`config.mk`:
```
export PLATFORM = sky130hd
export DESIGN_NAME = mac_sequencer
export DESIGN_NICKNAME = d
export VERILOG_FILES = /design/src/rtl/mac_pkg.sv /design/src/rtl/mac_sequencer.sv
export SDC_FILE = /design/constraint.sdc
export NUM_CORES = 1
export LEC_CHECK = 0
export BUFFER_PORTS_ARGS = -buffer_cell sky130_fd_sc_hd__buf_2
export CORE_ASPECT_RATIO = 0.5
export CORE_MARGIN = 4
export CORE_UTILIZATION = 45
export DETAILED_ROUTE_END_ITERATION = 8
export MAX_ROUTING_LAYER = met4
export PLACE_DENSITY_LB_ADDON = 0.12
export SLEW_MARGIN = 20
export SYNTH_ARGS = -nofsm -noshare
export SYNTH_HDL_FRONTEND = slang
export SYNTH_SLANG_ARGS = --single-unit
```
`constraint.sdc`:
```
create_clock -name clk -period 3.9 [get_ports clk]
set_input_delay 0.78 -clock clk [delete_from_list [all_inputs] [get_ports clk]]
set_output_delay 0.78 -clock clk [all_outputs]
set_load 0.005 [all_outputs]
```
`src/rtl/mac_pkg.sv`:
```
// Shared MAC definitions: opcode values understood by the MAC stage and the
// sequencer state encoding.
package mac_pkg;

    typedef enum logic [3:0] {
        OP_RESET = 4'h0,
        OP_MULT  = 4'h1,
        OP_ACC   = 4'h2,
        OP_REGA  = 4'h4,
        OP_REGB  = 4'h5,
        OP_MSW   = 4'h6,
        OP_LSW   = 4'h7,
        OP_NOOP  = 4'hF
    } mac_op_t;

    typedef enum logic [3:0] {
        ST_IDLE,
        ST_CLR,
        ST_LOAD_A,
        ST_LOAD_B,
        ST_MULT,
        ST_ACC,
        ST_RD_MSW,
        ST_RD_LSW,
        ST_CAP,
        ST_DONE
    } seq_state_t;

endpackage

```
`src/rtl/mac_sequencer.sv`:
```
// Dot-product sequencer: streams operand pairs into a MAC stage and captures the result.
// Optional feature: define MAC_SEQ_ABORT_EN to add the abort input.
module mac_sequencer
    import mac_pkg::*;
#(
    parameter int DATA_WIDTH = 8,
    parameter int LEN_WIDTH  = 8
) (
    input  logic                  clk,
    input  logic                  a_reset_n,
    input  logic                  start,
    input  logic [LEN_WIDTH-1:0]  length,
    input  logic [DATA_WIDTH-1:0] a_data,
    input  logic [DATA_WIDTH-1:0] b_data,
    input  logic                  in_valid,
    output logic                  in_ready,
    output logic [3:0]            mac_opcode,
    output logic [DATA_WIDTH-1:0] mac_data,
    input  logic [DATA_WIDTH-1:0] mac_result,
    input  logic                  mac_overflow,
    output logic                  busy,
    output logic [DATA_WIDTH-1:0] result_msw,
    output logic [DATA_WIDTH-1:0] result_lsw,
    output logic                  overflow,
    output logic                  result_valid
`ifdef MAC_SEQ_ABORT_EN
    ,
    input  logic                  abort
`endif
);

    seq_state_t            state, state_nxt;
    mac_op_t               op;
    logic [LEN_WIDTH-1:0]  count;
    logic [DATA_WIDTH-1:0] b_hold;
    logic                  abort_now;

`ifdef MAC_SEQ_ABORT_EN
    assign abort_now = abort && (state != ST_IDLE);
`else
    assign abort_now = 1'b0;
`endif

    always_ff @(posedge clk or negedge a_reset_n) begin
        if (!a_reset_n) begin
            state <= ST_IDLE;
        end else begin
            state <= state_nxt;
        end
    end

    // Element counter, B-operand holding register and captured result words.
    always_ff @(posedge clk or negedge a_reset_n) begin
        if (!a_reset_n) begin
            count      <= '0;
            b_hold     <= '0;
            result_msw <= '0;
            result_lsw <= '0;
            overflow   <= 1'b0;
        end else begin
            if (state == ST_IDLE && start) begin
                count <= length;
            end else if (state == ST_ACC && !abort_now) begin
                count <= count - LEN_WIDTH'(1);
            end
            if (state == ST_LOAD_A && in_valid && !abort_now) begin
                b_hold <= b_data;
            end
            if (state == ST_RD_LSW && !abort_now) begin
                result_msw <= mac_result;
            end
            if (state == ST_CAP && !abort_now) begin
                result_lsw <= mac_result;
                overflow   <= mac_overflow;
            end
        end
    end

    always_comb begin
        state_nxt    = state;
        op           = OP_NOOP;
        mac_data     = '0;
        in_ready     = 1'b0;
        busy         = (state != ST_IDLE);
        result_valid = 1'b0;
        case (state)
            ST_IDLE: begin
                if (start) state_nxt = ST_CLR;
            end
            ST_CLR: begin
                op        = OP_RESET;
                state_nxt = (count != '0) ? ST_LOAD_A : ST_RD_MSW;
            end
            ST_LOAD_A: begin
                in_ready = 1'b1;
                if (in_valid) begin
                    op        = OP_REGA;
                    mac_data  = a_data;
                    state_nxt = ST_LOAD_B;
                end
            end
            ST_LOAD_B: begin
                op        = OP_REGB;
                mac_data  = b_hold;
                state_nxt = ST_MULT;
            end
            ST_MULT: begin
                op        = OP_MULT;
                state_nxt = ST_ACC;
            end
            ST_ACC: begin
                // count still holds the pre-decrement value here
                op        = OP_ACC;
                state_nxt = (count != LEN_WIDTH'(1)) ? ST_LOAD_A : ST_RD_MSW;
            end
            ST_RD_MSW: begin
                op        = OP_MSW;
                state_nxt = ST_RD_LSW;
            end
            ST_RD_LSW: begin
                op        = OP_LSW;
                state_nxt = ST_CAP;
            end
            ST_CAP: begin
                state_nxt = ST_DONE;
            end
            ST_DONE: begin
                result_valid = 1'b1;
                state_nxt    = ST_IDLE;
            end
            default: begin
                state_nxt = ST_IDLE;
            end
        endcase
        if (abort_now) begin
            state_nxt    = ST_IDLE;
            op           = OP_NOOP;
            mac_data     = '0;
            in_ready     = 1'b0;
            result_valid = 1'b0;
        end
    end

    assign mac_opcode = op;

endmodule

```
==> results.json <==
{
  "outcome": "completed",
  "htreeDepth": 2,
  "antennaDiodeCount": 0,
  "slew_violations": 0,
  "final.min_clock_period_ns": 2.640,
  "rsz0062_at_grt": "no",
  "worstPathCellList": "nor2b_1, a22oi_1, nor2_1, buf_2",
  "clkSinkCount": 37,
  "drive_gt1_share_pct": 44.44,
  "cts_buffer_depth": 2,
  "hpwlAfterDp_mm": 3.004,
  "ys_types": 43,
  "netlist_area_um2": 1862,
  "seq_area_um2": 925.9,
  "core_um2": 3944,
  "synth.top_cell.area_share_pct": 49.73,
  "worstMarginPinSlew_ns": 0.8416,
  "dieArea_um2": 5293,
  "multi_input_area_um2": 882.1,
  "hold_viol_final": 0,
  "fin_crit_sh_pct": 67.70,
  "cp-start-kind": "flop",
  "synth.avg_cell_area_um2": 11.22,
  "power.share.combinational_pct": 40.1,
  "first_global_vias": 1421,
  "swShare_pct": 36.71,
  "grt_pass1_wl_mm": 6.520,
  "clock_latency_ns": 0.28,
  "switchingPower_uw": 637.4,
  "cts-root-buf": "clkbuf_8",
  "rows": 16,
  "internal_power_uw": 1099,
  "cts.clk_slew.worst_paths_ns": 0.07,
  "slowest_delay_ns": 0.90,
  "wire_per_inst_um": 14.00,
  "ys_top_cells_by_count": "dfrtp_1, mux2_2, nor2_1, nand2_1, mux2_1",
  "crit_required_ns": 3.12,
  "yosys_most_used_dff": "dfrtp_1",
  "yosys_warnings": 0,
  "cts_hold_buf": 0,
  "cts_setup_buffers": 0,
  "die_x_um": 98.97,
  "synth_edf_count": 0,
  "critPathCaptureType": "primary output",
  "relSlewSlack_pct": 43.90,
  "syn_nets": 206,
  "power_density_nw_per_um2": 744.9,
  "vias_per_cell": 5.149,
  "fin_cells": 288,
  "finalWeightedCongestion": 0.8474,
  "start_util_pct": 47.21,
  "area_growth_syn_to_layout_pct": 25.20,
  "dieHeight_um": 53.48,
  "grt-ovfl-total": 0,
  "drc": 0,
  "critPathKind": "flop to primary output",
  "synth_area_leaders": "dfrtp_1, mux2_2, mux2_1",
  "leakage_uw": 0.001126,
  "syn_inst": 166,
  "cts_resized": 0,
  "via_count": 1483,
  "fmaxAchievable_ghz": 0.3788,
  "tns_ns": 0,
  "maxCapViolations": 0,
  "first_iter_violations": 18,
  "hold_path.class": "flop to flop",
  "placed_cells": 280,
  "skew_ns": 0.009762,
  "drt_wl_total_mm": 4.032,
  "seqPwrFrac_pct": 43.8,
  "nets": 273,
  "pin_count": 69,
  "grt_start_max_net_pins": 38,
  "antenna_found_initial": 0,
  "arrival_ns": 1.86,
  "cp_num_buf_inv": 1,
  "yosysMostFrequentCell": "dfrtp_1",
  "synth_seq_cells": 37,
  "grtUsageTotal_pct": 16.45,
  "pwr-share-clk_pct": 16.1,
  "cts_made_buffers": 5,
  "ir_drop_mv": 0.3049,
  "crit_slowest_cell": "dfrtp_1",
  "io_buffers": 68,
  "first_pass_iters": 4,
  "synth_async_sr_flop_share_pct": 100.0,
  "yosys.area.top_type": "dfrtp_1",
  "setup_violations": 0,
  "path_max_fanout": 23,
  "yosysSeqAreaShare_pct": 49.73,
  "antenna_left": 0,
  "tritoncts": "built",
  "fillerInstances": 352,
  "crit_family": "flip-flops"
}
-- flip-flops by register name (all words and copies together), names as in the netlist --
signal / flops
count: 8
result_lsw: 8
overflow: 1
state: 4
b_hold: 8
result_msw: 8
-- power by group through the flow --
stage / Combinational, µW / Clock, µW / Sequential [µW]
2_1_floorplan: 513 / 0 / 690
3_3_place_gp: 693 / 0 / 752
3_5_place_dp: 709 / 0 / 763
4_1_cts: 710 / 290 / 757
5_1_grt: 792 / 308 / 786
6_report: 697 / 279 / 760
-- worst reg2reg max path, delay by kind of cell (launching register included) --
| kind | cells | cell delay, ns |
|---|---|---|
| AOI/OAI and AO/OA | 1 | 0.12 |
| DFF | 1 | 0.69 |
| and+or+nand+nor | 3 | 1.33 |
-- area by class of cell --
class                      instances  share of cell area (%)
inverter                           5                  0.8052
sequential                        37                   39.72
tap                               54                   2.899
clock buffer                       6                   3.543
multi-input combinational        116                   37.84
timing repair buffer              68                   14.60
clock inverter                     2                  0.5904
-- path summary, 6_finish.rpt --
kind                                start          end  slack (ns)  depth (start not counted)
worst min-delay path            b_hold[7]    b_hold[7]        0.50                          1
min in group asynchronous       a_reset_n    b_hold[2]        0.58                          1
worst max register to register   state[0]     count[3]        1.68                          4
worst max-delay path             state[0]  mac_data[3]        1.26                          4
worst min register to register  b_hold[7]    b_hold[7]        0.50                          1
max in group asynchronous       a_reset_n     state[1]        2.81                          1
-- metrics by stage --
| step | util [%] | hold slack [ns] | worst slack, ns | area [µm²] | total power (µW) |
|---|---|---|---|---|---|
| global route | 59.11 | 0.5185 | 1.117 | 2331 | 1886 |
| global placement | 56.66 | 0.4759 | 1.460 | 2235 | 1445 |
| floorplan | - | 0.4645 | 1.568 | 1862 | 1203 |
| detailed placement | 56.66 | 0.4877 | 1.404 | 2235 | 1472 |
| finish | 59.11 | 0.5036 | 1.260 | 2331 | 1736 |
| CTS | 59.11 | 0.5057 | 1.274 | 2331 | 1757 |
-- routing by layer --
layer	GRT usage [%]	vias up	share of wire (%)	wire length, µm
met4	4.082	0	0	0
met3	6.184	0	10	417
met5	-	-	0	0
met2	26.22	49	44	1786
met1	20.06	710	45	1828
li1	-	724	-	-
-- cells by family after synthesis --
group           Yosys count  share of synthesized area, %
flops                    37                         49.73
compound gates           28                         10.01
fa+ha+maj                 3                         2.016
buf+inv                  13                         2.890
simple gates             55                         17.74
xor+xnor                  4                         1.882
mux                      26                         15.73
-- layout by cell type, fill, tap and decap left out, types with 2 or more instances in the layout --
master    count
ha_1          3
nor4_1        2
clkbuf_8      6
mux2_1        8
mux2_2       18
o21ai_1       5
o21ai_0       2
nand2_1      11
xor2_1        3
buf_2        68
inv_1         5
nor2_1       16
a21oi_1       6
a22oi_1       7
nand3_1       4
nand2b_1      5
nor3_1        2
dfrtp_1      37
Power figures use the tool's default switching activity.
